$ cat config.mk
export PLATFORM = sky130hd
export DESIGN_NAME = pic_init_sequencer
export DESIGN_NICKNAME = d
export VERILOG_FILES = /design/src/rtl/pic_init_sequencer.sv
export SDC_FILE = /design/constraint.sdc
export NUM_CORES = 1
export LEC_CHECK = 0
export CORE_MARGIN = 5
export CORE_UTILIZATION = 47
export CTS_BUF_LIST = sky130_fd_sc_hd__clkbuf_8
export DETAILED_ROUTE_END_ITERATION = 7
export PLACE_DENSITY = 0.82
export SLEW_MARGIN = 25
export SYNTH_ARGS = -nofsm -noshare
export SYNTH_HDL_FRONTEND = slang
export SYNTH_SLANG_ARGS = --single-unit
export TNS_END_PERCENT = 20
$ cat constraint.sdc
create_clock -name clk -period 2.1 [get_ports clk]
set_clock_uncertainty 0.05 [all_clocks]
set_input_delay 0.21 -clock clk [delete_from_list [all_inputs] [get_ports clk]]
set_output_delay 0.21 -clock clk [all_outputs]
set_load 0.05 [all_outputs]
$ cat src/rtl/pic_init_sequencer.sv
// pic_init_sequencer: 8259-style ICW1..ICW4 initialization sequencer with OCW decode.
//   clk, rst             clock and asynchronous active-high reset
//   wr_en, a0, din       one-cycle bus write with address bit A0 and data
//   sp_en                SP/EN pin level (1 = master) used when not buffered
//   icw1_q..icw4_q       latched initialization words
//   imr_q                interrupt mask register (OCW1)
//   ocw2_wr, ocw3_wr     registered one-cycle pulses on OCW2/OCW3 writes
//   ocw_data             data of the last OCW2/OCW3 write
//   state_q, init_done   sequencer state and READY indication
//   vec_base, is_master, slave_id  decoded configuration fields
//   seq_err              sticky illegal-write flag, cleared by ICW1
module pic_init_sequencer #(
    parameter int DATA_W    = 8,
    parameter int ID_W      = 3,
    parameter int AUTO_ICW4 = 0
) (
    input  logic              clk,
    input  logic              rst,
    input  logic              wr_en,
    input  logic              a0,
    input  logic [DATA_W-1:0] din,
    input  logic              sp_en,
    output logic [DATA_W-1:0] icw1_q,
    output logic [DATA_W-1:0] icw2_q,
    output logic [DATA_W-1:0] icw3_q,
    output logic [DATA_W-1:0] icw4_q,
    output logic [DATA_W-1:0] imr_q,
    output logic              init_done,
    output logic [2:0]        state_q,
    output logic              ocw2_wr,
    output logic              ocw3_wr,
    output logic [DATA_W-1:0] ocw_data,
    output logic [DATA_W-4:0] vec_base,
    output logic              is_master,
    output logic [ID_W-1:0]   slave_id,
    output logic              seq_err
);
    localparam logic [2:0] IDLE   = 3'd0;
    localparam logic [2:0] W_ICW2 = 3'd1;
    localparam logic [2:0] W_ICW3 = 3'd2;
    localparam logic [2:0] W_ICW4 = 3'd3;
    localparam logic [2:0] READY  = 3'd4;
    // Value ICW4 takes when the sequence completes without an ICW4 write.
    localparam logic [DATA_W-1:0] ICW4_DFLT = (AUTO_ICW4 != 0) ? DATA_W'(1) : '0;
    logic [2:0]        state_d;
    logic [DATA_W-1:0] icw1_d, icw2_d, icw3_d, icw4_d, imr_d, ocw_data_d;
    logic              ocw2_d, ocw3_d, seq_err_d;
    logic              is_icw1;
    assign is_icw1 = wr_en & ~a0 & din[4];
    always_ff @(posedge clk or posedge rst) begin
        if (rst) begin
            state_q  <= IDLE;
            icw1_q   <= '0;
            icw2_q   <= '0;
            icw3_q   <= '0;
            icw4_q   <= '0;
            imr_q    <= '0;
            ocw_data <= '0;
            ocw2_wr  <= 1'b0;
            ocw3_wr  <= 1'b0;
            seq_err  <= 1'b0;
        end else begin
            state_q  <= state_d;
            icw1_q   <= icw1_d;
            icw2_q   <= icw2_d;
            icw3_q   <= icw3_d;
            icw4_q   <= icw4_d;
            imr_q    <= imr_d;
            ocw_data <= ocw_data_d;
            ocw2_wr  <= ocw2_d;
            ocw3_wr  <= ocw3_d;
            seq_err  <= seq_err_d;
        end
    end
    always_comb begin
        state_d    = state_q;
        icw1_d     = icw1_q;
        icw2_d     = icw2_q;
        icw3_d     = icw3_q;
        icw4_d     = icw4_q;
        imr_d      = imr_q;
        ocw_data_d = ocw_data;
        ocw2_d     = 1'b0;
        ocw3_d     = 1'b0;
        seq_err_d  = seq_err;
        if (is_icw1) begin
            // ICW1 restarts initialization from any state.
            icw1_d    = din;
            icw2_d    = '0;
            icw3_d    = '0;
            icw4_d    = '0;
            imr_d     = '0;
            seq_err_d = 1'b0;
            state_d   = W_ICW2;
        end else if (state_q > READY) begin
            state_d = IDLE;
        end else if (wr_en) begin
            // Past this point an a0=0 write is known to have din[4]=0.
            case (state_q)
                W_ICW2: begin
                    if (a0) begin
                        icw2_d  = din;
                        state_d = !icw1_q[1] ? W_ICW3 : icw1_q[0] ? W_ICW4 : READY;
                        if (icw1_q[1] && !icw1_q[0]) icw4_d = ICW4_DFLT;
                    end else begin
                        seq_err_d = 1'b1;
                    end
                end
                W_ICW3: begin
                    if (a0) begin
                        icw3_d  = din;
                        state_d = icw1_q[0] ? W_ICW4 : READY;
                        if (!icw1_q[0]) icw4_d = ICW4_DFLT;
                    end else begin
                        seq_err_d = 1'b1;
                    end
                end
                W_ICW4: begin
                    if (a0) begin
                        icw4_d  = din;
                        state_d = READY;
                    end else begin
                        seq_err_d = 1'b1;
                    end
                end
                READY: begin
                    if (a0) begin
                        imr_d = din;
                    end else begin
                        ocw_data_d = din;
                        ocw2_d     = ~din[3];
                        ocw3_d     = din[3];
                    end
                end
                default: seq_err_d = 1'b1;
            endcase
        end
    end
    always_comb begin
        init_done = (state_q == READY);
        vec_base  = icw2_q[DATA_W-1:3];
        is_master = icw4_q[3] ? icw4_q[2] : sp_en;
        slave_id  = icw3_q[ID_W-1:0];
    end
endmodule

# Word level (Yosys, flattened, before mapping)
# Cells that the tools add are included.
totals:
  reg_bits: 54
  in_bits: 13
  output_inout_bits: 64
  word_cells: 96
classes:
  n_lt_le_gt_ge: 1
  eq_ne: 15
  n_mux: 46
  bitwise: 6
  reduce_logical: 18
ops:
  columns: ["cell", "count"]
  rows:
  - ["8-bit two-way mux", 20]
  - ["3-bit two-way mux", 8]
  - ["8-bit case mux with 3 select lines", 1]
  - ["4-bit AND reduction", 4]
  - ["1-bit two-way mux", 15]
  - ["3-bit != test, second input constant", 5]
  - ["4-bit != test, second input constant", 3]
  - ["5-bit AND reduction", 2]
  - ["2-bit nonzero test", 5]
  - ["3-bit case mux with 3 select lines", 1]
  - ["8-bit AND reduction", 1]
  - ["3-bit by 2-bit == test with 1-bit output, second input constant", 2]
  - ["5-bit nonzero test", 1]
  - ["1-bit NOT", 4]
  - ["4-bit nonzero test", 1]
  - ["3-bit by 1-bit == test with 1-bit output, second input constant", 1]
  - ["3-bit == test, second input constant", 1]
  - ["3-bit greater-than comparator, second input constant", 1]
  - ["3-bit by 2-bit != test with 1-bit output, second input constant", 1]
  - ["3-bit nonzero test", 1]
  - ["3-bit OR reduction", 1]
  - ["1-bit AND", 2]
  - ["2-bit by 1-bit != test with 1-bit output, second input constant", 1]
  - ["2-bit != test, second input constant", 1]
  - ["other kinds (3)", 3]

# Longest topological paths before layout
depth:
  word_depth: 8
  mapped_depth: 6
  ltp_nobuf: 4

# Least setup slack after synthesis
# OpenSTA, ideal clock, no wires.
synth_path:
  path_type: "reg2reg"
  start: "reg state_q[0]"
  end: "reg ocw_data[0]"
  setup_time_ns: 0.125
  t_arrival_ns: 1.687
  required_time_ns: 1.925
  slack_ns: 0.238
  path_stages_with_launch: 7
  n_path_buf: 2
  period_less_slack_ns: 1.862
  cell_sequence: "dfrtp_1 -> buf_4 -> nor2_4 -> nand2_2 -> or3_1 -> buf_6 -> mux2_4"
synth_via:
  elab_chain_cells: 3
  word_cells_on_any_way: 4
  classes_between: "order compare: 1; eq/ne: 1; bitwise: 1; reduce/logical: 1"
synth_rtl:
  columns: ["item", "line_no", "text"]
  rows:
  - ["start, declared", "29", "output logic [2:0] state_q,"]
  - ["start signal, assigned", "63", "state_q <= state_d;"]
  - ["3-bit greater-than comparator", "95", "end else if (state_q > READY) begin"]
  - ["1-bit NOT (no line)", null, null]
  - ["5-bit AND reduction (no line) *", null, null]
  - ["end signal, assigned", "69", "ocw_data <= ocw_data_d;"]
  - ["end, declared", "32", "output logic [DATA_W-1:0] ocw_data,"]
# Mark *: on every way between the ends. The rest lies on a longest branch, timed or not.
# A chain may end at the register's enable or synchronous reset.

# Final worst setup path
layout_path:
  start: "reg state_q[0]"
  end: "out state_q[0]"
# No word-level cell between the ends.

==> impl_metrics.ini <==
[setup_path]
crit_path_start_kind = flip-flop
slowest_stage = clkdlybuf4s50_1
crit_chain = clkdlybuf4s50_1
cp_data_required_time_ns = 1.84
cp.depth = 1
rr_startpoint = state_q[1]
rrSetupSlack_ns = 0.23
path_buf_inv = 1
cpPeakStageDelay_ns = 0.89
worstSetupPathType = flip-flop to primary output
timing.rr.end = ocw_data[1]
r2r_cells = 4
endpoint_kind = primary output
crit_family = buffers and inverters
cp_max_fo = 11
critPathArrivalTime_ns = 1.76

[timing]
hold_viol_final = 0
min_period_ns = 2.02
tightest_slew_ns = 0.882
fmax_mhz = 495
finalCritPeriodShare_pct = 96.2
setup_violations = 0
maxSlewViolCount = 0
slew_headroom_pct = 40.8
rsz0062_at_grt = no
tns_ns = 0

[power]
pwr-share-comb_pct = 54.2
powerDensity_nw_per_um2 = 1720
pwr-share-clk_pct = 15.2
swShare_pct = 47.2
switchingPower_mw = 2.57
leakage_nw = 1.43
internal_power_mw = 2.88
p_seq_share_pct = 30.6
ir_worst_vdd_uv = 851

[grt]
grt_pass1_wl_mm = 8.76
grt_overflow = 0
grt_pass1_vias = 1761
grt_usage_pct = 17.6
grt_max_degree = 38
antenna_found_initial = 0

[clock_tree]
cts_made_buffers = 5
clk_path_buf_depth = 2
post_cts.repair.setup_buffers = 0
holdBufCountCts = 0
clock_latency_ns = 0.29
htree_levels = 2
clockRootBuffer = clkbuf_8
path_clk_slew_ns = 0.10
numClockSinks = 54
cts_tree = yes
post_cts_resized = 0

[layout]
final_cells = 334
n_fill_cell = 355
drive_gt1_share_pct = 11.1
n_antenna_cell = 0
fin_util_pct = 67.3
final_cell_mix = 74 x clkdlybuf4s50_1, 54 x dfrtp_1, 53 x nand2_1
layout.nets = 292
syn_to_final_growth_pct = 39.1
final_common_cell = clkdlybuf4s50_1

[route]
wl_mm = 5.30
drt_pass1_iterations = 4
vias = 1759
drtIter0Drc = 91
drtAntennaViolNets = 0
via_per_inst = 5.27
drc = 0
wl_per_cell_um = 15.9

[flow_run]
maxCapViolCount = 0

[placement]
portBuffers = 76
dpl.hpwl_mm = 4.01
place_congestion = 0.917
placed_cells = 326

[synthesis]
synth_cells = 209
yosysWarnings = 0
synthArstFlopShare_pct = 100
synth_edf_count = 0
syn_area_per_cell_um2 = 10.9
ys_seq_elements = 54
synth.cell_area_um2 = 2270
synth_seq_area_share_pct = 59.5
dominantRegCellSynth = dfrtp_1
ys_types = 32
syn_nets = 222

[min_path]
min_path_type = input pin to async pin

[floorplan]
fp.dieH_um = 79.5
initial_core_util_pct = 48.4
rows = 25
core_region_area_um2 = 4690
io_pins = 77
die_w_um = 79.5
fp.dieArea_um2 = 6320

[status]
outcome = finished clean
## sequential cells by signal (all words and copies together) (netlist names)
| name | flops |
|---|---|
| icw1_q | 8 |
| icw2_q | 8 |
| icw3_q | 8 |
| icw4_q | 8 |
| imr_q | 8 |
| ocw2_wr | 1 |
| ocw3_wr | 1 |
| ocw_data | 8 |
| seq_err | 1 |
| state_q | 3 |
## metrics by stage
stage	power [mW]	hold slack, ns	cell area [µm²]	worst slack [ns]
2_1_floorplan	3.73	0.226	2270	0.238
3_5_place_dp	4.65	0.418	3020	-0.0250
3_3_place_gp	4.61	0.411	3020	0.0333
6_report	5.45	0.158	3160	0.0799
4_1_cts	5.48	0.170	3160	0.0702
5_1_grt	5.67	0.198	3160	0.00589
## worst reg2reg max path: cells and delay by family (launching register included)
family,cells,cell delay (ns)
flip-flops,1,0.51
multiplexers,1,0.39
AND/OR/NAND/NOR,3,0.82
## power groups by stage
stage / clock [mW] / combinational, mW / sequential (mW)
finish: 0.827 / 2.95 / 1.66
global route: 0.868 / 3.08 / 1.72
CTS: 0.837 / 2.98 / 1.67
detailed placement: 0 / 2.97 / 1.68
global placement: 0 / 2.93 / 1.67
floorplan: 0 / 0.901 / 2.83
## cells by family (layout without fill, tap and decap cells)
family                 Yosys count  count (layout)  synth area share, %
muxes                            8               8                 5.13
and+or+nand+nor                 75              75                 15.3
buffers and inverters           23              94                 6.45
AOI/OAI and AO/OA               49              49                 13.6
DFF                             54              54                 59.5
## layer usage
metal,part of all wire [%],GRT usage [%]
met1,43,23.2
met2,50,29.6
met3,5.4,4.06
met4,0.77,3.44
met5,0,0
## Yosys cell counts (3+ instances only)
library cell / instances / area [µm²]
nor2_1: 4 / 15.0
dfrtp_1: 54 / 1350
o2bb2ai_1: 8 / 70.1
nor3_1: 3 / 15.0
nand2_1: 53 / 199
buf_4: 10 / 75.1
nand2b_1: 3 / 18.8
o21ai_0: 30 / 150
buf_2: 6 / 30.0
mux2_4: 7 / 105
inv_1: 5 / 18.8
## worst max-delay path by stage
stage / end / slack (ns) / start
after floorplan: ocw_data[0] / 0.24 / state_q[0]
after global placement: ocw_data[7] / 0.03 / a0
after global routing: state_q[0] / 0.006 / state_q[0]
after detailed placement: ocw_data[7] / -0.03 / a0
final: state_q[0] / 0.08 / state_q[0]
after CTS: state_q[0] / 0.07 / state_q[0]
## area by class of cell
type	instances	area (µm²)	area share, %
multi-input cells	132	772	24.4
well taps	54	67.6	2.14
clock buffers	6	82.6	2.61
flip-flops and latches	54	1350	42.8
repair buffers	81	806	25.5
inverters	5	18.8	0.594
clock inverters	2	60.1	1.90
No activity file was read; power rests on OpenSTA's default activity.
==> patch 1 (same settings) <==
`ID_W`: 3 -> 5.
--- a/src/rtl/pic_init_sequencer.sv
+++ b/src/rtl/pic_init_sequencer.sv
@@ -11,7 +11,7 @@
 //   seq_err              sticky illegal-write flag, cleared by ICW1
 module pic_init_sequencer #(
     parameter int DATA_W    = 8,
-    parameter int ID_W      = 3,
+    parameter int ID_W      = 5,
     parameter int AUTO_ICW4 = 0
 ) (
     input  logic              clk,
Ports: changed (resized slave_id); port bits go from 77 to 79. The function was not compared with the original's and may differ.
==> patch 1 against the unedited design <==
- setup slack lost 0.022 ns
- critical path type unchanged
- first-iteration DRC count grew 8.8%
- wire length is essentially flat
- clock power shrank 33%
- total power shrank 3.5%
- global-route usage grew 0.45 points
- sequential cell count is the same
- register-to-register slack lost 0.04 ns
- area after synthesis grew 0.66%
- final area shrank 0.16%
- sequential share of layout area grew 0.068 points
==> patch 1: results (changes against the unedited design) <==
Parameter                              Value

Run status
  Outcome    complete, no violations

GRT
  Overall routing resource usage    18.0% (+0.45 points)
  Number of global-route vias before repair    1778 (+0.97%)
  Global-route wire length before repair    8990 um (+2.7%)

Setup path
  Worst flop-to-flop path endpoint    ocw_data[0]
  Register-to-register path setup slack    0.19 ns (-0.04 ns)
  Data arrival at the endpoint of the critical path    1.78 ns (+0.02 ns)

Pwr
  Peak VDD IR    0.856 mV (+0.61%)
  Combinational share of power    57.6% (+3.4 points)
  Post-layout power    0.00526 W (-3.5%)
  Internal Dissipation    0.00263 W (-8.8%)

Logic synthesis
  Most frequent cells after synthesis    54 x sky130_fd_sc_hd__dfrtp_1, 53 x sky130_fd_sc_hd__nand2_1, 30 x sky130_fd_sc_hd__o21ai_0
  Register area share after synthesis    59.1% (-0.39 points)
  Most area-consuming cells after synthesis    sky130_fd_sc_hd__dfrtp_1 59%, sky130_fd_sc_hd__nand2_1 8.7%, sky130_fd_sc_hd__o21ai_0 6.6%
  Number of nets in the synthesized netlist    224 (+0.90%)
  Mean instance size in the synthesized netlist    10.8 um2 (-0.29%)

Placement
  Placement-stage cell area    3070 um2 (+1.7%)
  Final Wtd Congestion    0.809 (-12%)
  Input/output buffers    78 (+2.6%)
  Placed Cells    343 (+5.2%)
  DP Wirelength    3950 um (-1.5%)

Cells and area
  Final net count    296 (+1.4%)
  Number of cells in the finished layout apart from fillers    351 (+5.1%)
  Number of filler instances in the final layout    362 (+2.0%)
  Fraction of layout cells with a size suffix above 1    11.3% (+0.20 points)

STA
  Hold slack    0.169 ns (+0.0109 ns)
  Portion of the clock cycle consumed by the worst path in the final layout    97.2% (+1.0 points)
  Worst max-slew margin expressed relative to the limit    39.1% (-1.7 points)

Detailed routing
  Final wirelength    5300 um (about the same)
-- patch 1: cell families after synthesis --
family | Yosys count | share of synthesized area [%]
muxes | 8 | 5.09
buffers and inverters | 25 | 7.06
and+or+nand+nor | 75 | 15.2
AOI/OAI and AO/OA | 49 | 13.5
DFF | 54 | 59.1
-- patch 1: worst register-to-register path: cells and delay by family, from the launching register on --
family           cells  cell delay, ns
AND/OR/NAND/NOR      3            0.84
flip-flops           1            0.53
multiplexers         1            0.39
-- patch 1: final cells by class --
type	instances	area share (%)
Timing Repair Buffer	85	26.7
Multi-Input combinational cell	132	24.5
Clock buffer	5	2.18
Clock inverter	3	0.556
Sequential cell	54	42.9
Inverter	5	0.595
Tap cell	67	2.66
-- patch 1: routing by layer --
layer	up-vias	global-route usage [%]	wire length, um
met2	75	28.4	2460
met4	0	3.78	20
li1	848	-	-
met1	842	25.1	2430
met3	2	4.74	394
met5	-	0	0
==> patch 2 (same settings) <==
Made on the original files. Take the reset off `ocw_data` and load it in a clocked block of its own.
--- a/src/rtl/pic_init_sequencer.sv
+++ b/src/rtl/pic_init_sequencer.sv
@@ -55,7 +55,6 @@
             icw3_q   <= '0;
             icw4_q   <= '0;
             imr_q    <= '0;
-            ocw_data <= '0;
             ocw2_wr  <= 1'b0;
             ocw3_wr  <= 1'b0;
             seq_err  <= 1'b0;
@@ -66,11 +65,14 @@
             icw3_q   <= icw3_d;
             icw4_q   <= icw4_d;
             imr_q    <= imr_d;
-            ocw_data <= ocw_data_d;
             ocw2_wr  <= ocw2_d;
             ocw3_wr  <= ocw3_d;
             seq_err  <= seq_err_d;
         end
+    end
+
+    always_ff @(posedge clk) begin
+        ocw_data <= ocw_data_d;
     end
     always_comb begin
         state_d    = state_q;
Check against the original RTL: differs if rst is asserted again (counterexample within 4 cycles, from zero or initial values and one cycle with rst high); with rst held inactive, the same outputs for 4 cycles.
==> patch 2 against the unedited design <==
- wire length is 10% higher
- total power fell by 13%
- non-clock buffer count grew 6
- register-to-register slack better by 0.19 ns
- area after synthesis is 3.4% higher
- sequential cell count unchanged
- global-route usage increased by 1.5 points
- final area grew 3.2%
- setup slack better by 0.12 ns
- largest power group unchanged
==> patch 2: results (changes against the unedited design) <==
Parameter                              Value

Detailed routing
  Antenna violation net count after detailed routing    0 (unchanged)
  Detail-routed via count per cell    5.29 (+0.46%)
  Final wirelength    5850 um (+10%)
  Number of DRC markers in iteration 0    82 (-9.9%)
  TritonRoute pass-1 iters    5 (+1)

Pwr
  Leakage    1.43 nW (about the same)
  Peak VDD IR    0.680 mV (-20%)

Setup path
  Slowest cell delay on critical path    0.60 ns (-0.29 ns)
  Critical register-to-register path startpoint    state_q[0]
  Worst flop-to-flop path endpoint    icw3_q[3]
  Cell at the slowest stage of the critical path    sky130_fd_sc_hd__dfrtp_1
  Cells on worst reg2reg path    4 (unchanged)
  Register-to-register path setup slack    0.42 ns (+0.19 ns)
  Data arrival at the endpoint of the critical path    1.64 ns (-0.12 ns)
  Startpoint types    register

Logic synthesis
  Async set-or-reset flop fraction in the synthesized netlist    85.2% (-15 points)
  Most area-consuming cells after synthesis    sky130_fd_sc_hd__dfrtp_1 49%, sky130_fd_sc_hd__a22o_1 11%, sky130_fd_sc_hd__edfxtp_1 10%
  Number of nets in the synthesized netlist    215 (-3.2%)
  Most frequent cells after synthesis    46 x sky130_fd_sc_hd__dfrtp_1, 43 x sky130_fd_sc_hd__nand2_1, 29 x sky130_fd_sc_hd__a22o_1
  Number of distinct library cell variants in the gate-level netlist after synthesis    37 (+16%)
  Register area share after synthesis    59.3% (-0.23 points)
  Number of enable-type register cells in the synthesized netlist    8 (+8)

Clock tree
  Buffer count from post-CTS setup fixing    0 (unchanged)
  Resized cells post-CTS    0 (unchanged)
  Clock slew at the register clock pins of the worst setup and hold paths    0.09 ns
  Clock buffers created by TritonCTS    5 (unchanged)
  H-tree levels    2 (unchanged)
  Buffer cell driving the clock tree root    sky130_fd_sc_hd__clkbuf_8
  CTS Buffer Depth    2 (unchanged)
  Clock insertion delay at the later pin of the skew report    0.30 ns

GRT
  Initial antenna violation count    0 (unchanged)
  Overall routing resource usage    19.1% (+1.5 points)
  Maximum number of pins on one net before global-route repair    28 (-26%)
  Global-route wire length before repair    9340 um (+6.6%)
  Number of global-route vias before repair    1756 (-0.28%)

Hold path
  Worst min-delay path category    input pin to async pin

Cells and area
  Fraction of layout cells with a size suffix above 1    13.4% (+2.3 points)
  Final net count    289 (-1.0%)

Placement
  Final Wtd Congestion    0.857 (-6.5%)
  DP Wirelength    4200 um (+4.8%)
  Placement-stage cell area    3140 um2 (+4.1%)
  Place WS    0.123 ns (+0.148 ns)

STA
  Worst Tran Pin Value    0.539 ns (-0.343 ns)

Run status
  Outcome    complete, no violations
[patch 2: worst max-delay path by stage]
stage	from	endpoint	slack (ns)	cells after the start
CTS	state_q[0]	state_q[0]	0.04	1
global placement	a0	icw2_q[3]	0.24	4
global route	state_q[0]	init_done	0.11	4
finish	state_q[0]	init_done	0.20	4
floorplan	state_q[1]	ocw_data[0]	0.13	5
detailed placement	a0	icw2_q[1]	0.12	4
[patch 2: kinds of logic after synthesis]
family	synth area share (%)
multiplexers	0.480
flip-flops	59.3
AO/OA/AOI/OAI	19.1
AND/OR/NAND/NOR	14.6
buffers and inverters	6.56
[patch 2: layout make-up]
| class | instances | area, um2 |
|---|---|---|
| well taps | 67 | 83.8 |
| fillers | 364 | 1530 |
| clock inverters | 2 | 33.8 |
| clock buffers | 6 | 82.6 |
| multi-input cells | 125 | 806 |
| inverters | 3 | 11.3 |
| repair buffers | 87 | 851 |
| flip-flops and latches | 54 | 1390 |
[patch 2: worst max-delay path: cells and delay by family (launching register included)]
family	cells	cell delay, ns
flip-flops	1	0.60
AND/OR/NAND/NOR	2	0.39
buffers and inverters	2	0.34
[patch 2: power breakdown]
group	internal, W	switching, W
logic	0.000858	0.00159
registers	0.00132	0.000248
clock network	0.000384	0.000319
total	0.00256	0.00216
[patch 2: through the flow]
step                      total power, W  hold WS (ns)  cells
after floorplan                  0.00330         0.233    202
after global placement           0.00400         0.405    336
after detailed placement         0.00404         0.403    336
after CTS                        0.00475         0.237    344
after global routing             0.00493         0.268    344
final                            0.00472         0.219    344
[patch 2: per-layer routing]
metal	vias to the layer above	share of wire (%)	global-route usage (%)
met5	-	0	0
met4	0	1.4	5.91
met3	9	7.1	4.48
met2	66	47	30.0
met1	888	44	26.2
li1	857	-	-
